## config.mk

```make
export PLATFORM = sky130hd
export DESIGN_NAME = btn_tx_scheduler
export DESIGN_NICKNAME = d
export VERILOG_FILES = /design/src/rtl/btn_tx_scheduler.sv
export SDC_FILE = /design/constraint.sdc
export NUM_CORES = 1
export LEC_CHECK = 0
export CORE_UTILIZATION = 35
export DETAILED_ROUTE_END_ITERATION = 10
export PLACE_DENSITY = 0.57
export SYNTH_ARGS = -nofsm -noshare
export SYNTH_HDL_FRONTEND = slang
export SYNTH_SLANG_ARGS = --single-unit
```

## constraint.sdc

```tcl
create_clock -name clk_50Mhz -period 4.8 [get_ports clk_50Mhz]
set_input_delay 0.96 -clock clk_50Mhz [delete_from_list [all_inputs] [get_ports clk_50Mhz]]
set_output_delay 0.96 -clock clk_50Mhz [all_outputs]
set_load 0.005 [all_outputs]
```

## src/rtl/btn_tx_scheduler.sv

```systemverilog
// Round-robin scheduler that lets NUM_BTN debounced buttons share one uart_tx.
// Each press is latched, granted in turn, and sent as BASE_CHAR + index, followed by a quiet gap.
module btn_tx_scheduler #(
   parameter int         NUM_BTN   = 4,
   parameter logic [7:0] BASE_CHAR = 8'h30,
   parameter int         GAP_CYC   = 16,
   parameter int         GW        = 8
) (
   input  logic               clk_50Mhz,
   input  logic               rst_n,
   input  logic [NUM_BTN-1:0] db_tick,
   input  logic               tx_busy,
   input  logic               tx_done_tick,
   output logic               tx_start,
   output logic [7:0]         tx_data,
   output logic [NUM_BTN-1:0] pending,
   output logic [2:0]         grant_idx,
   output logic               active,
   output logic [7:0]         drop_cnt
);

   typedef enum logic [1:0] {
      IDLE      = 2'd0,
      START     = 2'd1,
      WAIT_DONE = 2'd2,
      GAP       = 2'd3
   } state_t;

   state_t             state_r;
   state_t             next_state_s;
   logic [2:0]         rr_ptr_r;
   logic [GW-1:0]      gap_cnt_r;
   logic [NUM_BTN-1:0] pending_r;
   logic [7:0]         tx_data_r;
   logic [7:0]         drop_cnt_r;
   logic [2:0]         grant_idx_r;

   logic [7:0]         pend_ext_s;
   logic [3:0]         cand_s;
   logic               win_found_s;
   logic [2:0]         win_idx_s;
   logic               grant_s;
   logic [7:0]         grant_mask_ext_s;
   logic [NUM_BTN-1:0] grant_mask_s;
   logic               drop_s;

   // Round-robin search: first pending bit at or after rr_ptr_r, wrapping modulo NUM_BTN.
   always_comb begin
      pend_ext_s  = 8'(pending_r);
      cand_s      = 4'd0;
      win_found_s = 1'b0;
      win_idx_s   = 3'd0;
      for (int k = 0; k < NUM_BTN; k++) begin
         cand_s      = {1'b0, rr_ptr_r} + 4'(k);
         cand_s      = (cand_s >= 4'(NUM_BTN)) ? (cand_s - 4'(NUM_BTN)) : cand_s;
         win_idx_s   = (!win_found_s && pend_ext_s[cand_s[2:0]]) ? cand_s[2:0] : win_idx_s;
         win_found_s = win_found_s | pend_ext_s[cand_s[2:0]];
      end
   end

   // Grant qualification, grant mask and drop detection (a tick on the grant cycle re-arms, not drops).
   always_comb begin
      grant_s          = (state_r == IDLE) && win_found_s && !tx_busy;
      grant_mask_ext_s = grant_s ? (8'd1 << win_idx_s) : 8'd0;
      grant_mask_s     = grant_mask_ext_s[NUM_BTN-1:0];
      drop_s           = |(db_tick & pending_r & ~grant_mask_s);
   end

   // Next-state logic.
   always_comb begin
      next_state_s = state_r;
      case (state_r)
         IDLE:      next_state_s = grant_s ? START : IDLE;
         START:     next_state_s = WAIT_DONE;
         WAIT_DONE: begin
            if (tx_done_tick) begin
               next_state_s = (GAP_CYC == 0) ? IDLE : GAP;
            end else begin
               next_state_s = WAIT_DONE;
            end
         end
         GAP:       next_state_s = (gap_cnt_r <= GW'(1)) ? IDLE : GAP;
         default:   next_state_s = IDLE;
      endcase
   end

   // State register.
   always_ff @(posedge clk_50Mhz or negedge rst_n) begin
      if (!rst_n) begin
         state_r <= IDLE;
      end else begin
         state_r <= next_state_s;
      end
   end

   // Request latch, drop counter, grant bookkeeping and gap counter.
   always_ff @(posedge clk_50Mhz or negedge rst_n) begin
      if (!rst_n) begin
         pending_r   <= '0;
         drop_cnt_r  <= 8'd0;
         grant_idx_r <= 3'd0;
         tx_data_r   <= 8'd0;
         rr_ptr_r    <= 3'd0;
         gap_cnt_r   <= '0;
      end else begin
         pending_r <= (pending_r & ~grant_mask_s) | db_tick;
         if (drop_s && (drop_cnt_r != 8'hFF)) begin
            drop_cnt_r <= drop_cnt_r + 8'd1;
         end
         if (grant_s) begin
            grant_idx_r <= win_idx_s;
            tx_data_r   <= BASE_CHAR + {5'd0, win_idx_s};
            rr_ptr_r    <= (win_idx_s == 3'(NUM_BTN - 1)) ? 3'd0 : (win_idx_s + 3'd1);
         end
         if ((state_r == WAIT_DONE) && tx_done_tick) begin
            gap_cnt_r <= GW'(GAP_CYC);
         end else if ((state_r == GAP) && (gap_cnt_r != '0)) begin
            gap_cnt_r <= gap_cnt_r - GW'(1);
         end
      end
   end

   assign tx_start  = (state_r == START);
   assign active    = (state_r != IDLE);
   assign tx_data   = tx_data_r;
   assign pending   = pending_r;
   assign grant_idx = grant_idx_r;
   assign drop_cnt  = drop_cnt_r;

endmodule

```

==> results_tabular.tex <==
\begin{tabular}{lr}
\hline
Metric & Value \\
\hline
\multicolumn{2}{l}{\textbf{Route}} \\
\quad Wire per inst & 13.3 um \\
\quad Post-detailed-route count of antenna-violating nets & 0 \\
\quad Via total after detailed routing & 1,392 \\
\quad Number of DRC markers after the initial detailed-route iteration & 62 \\
\quad Number of detailed-routing iterations run before antenna repair & 4 \\
\quad Final wirelength & 3.67 mm \\
\quad Post-route DRC violation count & 0 \\
\quad Vias per std cell & 5.04 \\
\multicolumn{2}{l}{\textbf{Final layout}} \\
\quad Diode count & 0 \\
\quad Filler cells & 470 \\
\quad Number of nets in the layout & 225 \\
\quad Core occupancy in the finished layout & 0.450 \\
\quad Area overhead of the layout relative to synthesis & 21.3\% \\
\quad Most frequent cells in the layout & dfrtp\_1 (29), clkdlybuf4s50\_1 (29), nor2\_1 (18) \\
\quad Fraction of final layout cells with drive strength greater than 1 & 0.0957 \\
\multicolumn{2}{l}{\textbf{Global routing}} \\
\quad Antenna violations before repair & 0 \\
\quad Pin count of the biggest net entering global routing & 30 \\
\quad Number of global-route vias before repair & 1,405 \\
\quad GRT overflow & 0 \\
\quad Global-route wire length before repair & 6.12 mm \\
\quad Overall track demand over capacity in global routing & 0.151 \\
\multicolumn{2}{l}{\textbf{Die}} \\
\quad Number of standard-cell rows in the floorplan & 25 \\
\quad Starting utilization of the core area & 0.371 \\
\quad Number of ports placed on the die boundary & 33 \\
\quad Overall die area & 5430 sq um \\
\quad Die width & 73.7 um \\
\quad Die Span Y & 73.7 um \\
\quad Std-Cell Core Area & 4850 sq um \\
\multicolumn{2}{l}{\textbf{Synth}} \\
\quad Count of flip-flops with a built-in enable after synthesis & 0 \\
\quad Mean instance size in the synthesized netlist & 9.89 sq um \\
\quad Async set-or-reset flop fraction in the synthesized netlist & 1.00 \\
\quad Sequential area share after synthesis & 0.403 \\
\quad Cell variety after synth & 52 \\
\quad Register bit total from synthesis & 29 \\
\quad Most frequently used flop master after synthesis & dfrtp\_1 \\
\quad Gate count of the mapped netlist & 182 \\
\quad Total standard cell area after synthesis & 1800 sq um \\
\quad Synth warn & 0 \\
\multicolumn{2}{l}{\textbf{CTS}} \\
\quad Reg clk slew, reported paths & 0.06 ns \\
\quad CTS Sinks & 29 \\
\quad Clock tree from TritonCTS & done \\
\quad Insertion delay to the later sink of the worst-skew pair & 0.27 ns \\
\quad Number of buffers inserted by hold repair at cts & 0 \\
\quad Number of gates resized after CTS & 0 \\
\quad Buffers from clock root to sink, at most & 2 \\
\quad CTS Root Cell & clkbuf\_8 \\
\quad Post-CTS setup repair buffer count & 0 \\
\quad H-tree Lvls & 2 \\
\quad TritonCTS buffer count & 5 \\
\multicolumn{2}{l}{\textbf{Pwr}} \\
\quad Areal power density over the cells & 568 nW/um\^{}2 \\
\quad P\_leak & 0.000897 uW \\
\quad VDD IR max & 0.223 mV \\
\quad Total power of the final layout & 1240 uW \\
\multicolumn{2}{l}{\textbf{Timing}} \\
\quad Final count of negative-setup-slack endpoints & 0 \\
\quad Post-Route Skew & 0.00454 ns \\
\quad Transition time at the pin with the least slew margin & 0.917 ns \\
\quad Slew margin rel. & 0.386 \\
\quad Unrepaired setup endpoints after global routing & false \\
\quad Post-route setup slack & 0.906 ns \\
\quad Pins Over Slew Limit & 0 \\
\quad Final-layout worst hold slack & 0.489 ns \\
\quad Setup TNS & 0 ns \\
\quad Minimum period implied by the final worst setup slack & 3.89 ns \\
\quad Portion of the clock cycle consumed by the worst path in the final layout & 0.811 \\
\quad Final-report hold violation count & 0 \\
\quad Highest clock rate & 0.257 GHz \\
\multicolumn{2}{l}{\textbf{Placement}} \\
\quad RePlAce Congestion & 0.924 \\
\quad Worst slack, placed & 0.937 ns \\
\quad Post-detail-place hpwl & 2.80 mm \\
\quad I/O Buffers & 29 \\
\multicolumn{2}{l}{\textbf{Setup path}} \\
\quad Startpoint types & flip-flop \\
\quad Class of the most critical setup path & flip-flop to flip-flop \\
\quad WP data arrival & 4.05 ns \\
\quad Crit end category & flip-flop \\
\quad Maximum fanout along the worst path & 12 \\
\quad Required time at the endpoint of the critical path & 4.95 ns \\
\multicolumn{2}{l}{\textbf{Outcome}} \\
\quad Status & finished, final reports clean \\
\multicolumn{2}{l}{\textbf{Hold path}} \\
\quad Hold WC Path Type & flip-flop to flip-flop \\
\multicolumn{2}{l}{\textbf{Flow run}} \\
\quad Maxcap violations & 0 \\
\hline
\end{tabular}
synth_stat cells (3+ instances only):
| master | number | area (sq um) |
|---|---|---|
| dfrtp_1 | 29 | 726 |
| nor2_1 | 18 | 67.6 |
| nand2_1 | 15 | 56.3 |
| ha_1 | 9 | 113 |
| inv_1 | 9 | 33.8 |
| buf_4 | 7 | 52.6 |
| a21oi_1 | 6 | 30.0 |
| xor2_1 | 6 | 52.6 |
| mux2i_1 | 5 | 50.1 |
| nor2b_1 | 5 | 31.3 |
| xnor2_1 | 5 | 43.8 |
| a21o_1 | 4 | 30.0 |
| nor3_1 | 4 | 20.0 |
| o21ai_0 | 4 | 20.0 |
| a211o_1 | 3 | 26.3 |
| and2_1 | 3 | 18.8 |
| mux2_2 | 3 | 33.8 |
| o22ai_1 | 3 | 18.8 |
| or3_1 | 3 | 18.8 |
sequential cells by signal, indices dropped and copies added (netlist names):
signal and flops:
drop_cnt 8, gap_cnt_r 8, grant_idx 2, pending 4
rr_ptr_r 3, state_r 2, tx_data 2
path summary, 6_finish.rpt:
kind	from	endpoint	slack [ns]	cells after the start
max in group asynchronous	rst_n	rr_ptr_r[0]	3.47	2
min reg2reg	drop_cnt[3]	drop_cnt[3]	0.49	1
max reg2reg	rr_ptr_r[0]	drop_cnt[7]	0.91	14
min in group asynchronous	rst_n	drop_cnt[0]	1.06	2
min	drop_cnt[3]	drop_cnt[3]	0.49	1
max	rr_ptr_r[0]	drop_cnt[7]	0.91	14
cells by family (layout without fill, tap and decap cells):
group / after synthesis / in the layout / synth area share
and+or+nand+nor: 68 / 68 / 0.207
AOI/OAI and AO/OA: 32 / 32 / 0.140
DFF: 29 / 29 / 0.403
buffers and inverters: 22 / 47 / 0.0661
xor gates and xnor gates: 11 / 11 / 0.0535
muxes: 10 / 10 / 0.0654
adders and majority gates: 9 / 9 / 0.0626
other: 1 / 3 / 0.00208
worst max-delay path, cell delays in order (launching register included):
cell and delay, ns:
dfrtp_1 0.59, inv_1 0.19, ha_1 0.48, mux2i_1 0.26, o21ai_0 0.18, a211o_1 0.36
nor3b_1 0.18, a21oi_1 0.12, inv_1 0.12, ha_1 0.20, o22ai_1 0.08, a211o_1 0.24
a21oi_2 0.34, nor4_2 0.12, mux2_1 0.34
cell type report:
| class | count | area (sq um) | area share |
|---|---|---|---|
| multi-input combinational | 133 | 962 | 0.441 |
| sequential | 29 | 726 | 0.332 |
| timing repair buffer | 30 | 298 | 0.136 |
| tap | 67 | 83.8 | 0.0384 |
| clock buffer | 8 | 80.1 | 0.0367 |
| inverter | 9 | 33.8 | 0.0155 |
power by group:
group / internal (uW) / switching [uW] / leakage [uW] / total, uW
registers: 339 / 112 / 0.000335 / 451
logic: 315 / 286 / 0.000523 / 601
clock network: 103 / 85.2 / 0.0000395 / 188
per-layer routing:
metal | vias up | track usage | share of wire
li1 | 679 | - | -
met1 | 674 | 0.176 | 0.45
met2 | 31 | 0.250 | 0.50
met3 | 8 | 0.0521 | 0.030
met4 | 0 | 0.0705 | 0.021
met5 | - | 0 | 0
per-stage QoR:
step | cells | instance area [sq um]
2_1_floorplan | 184 | 1810
3_3_place_gp | 268 | 2100
3_5_place_dp | 268 | 2100
4_1_cts | 276 | 2180
5_1_grt | 276 | 2180
6_report | 276 | 2180
Note: power is estimated with default switching activity, not from simulation.
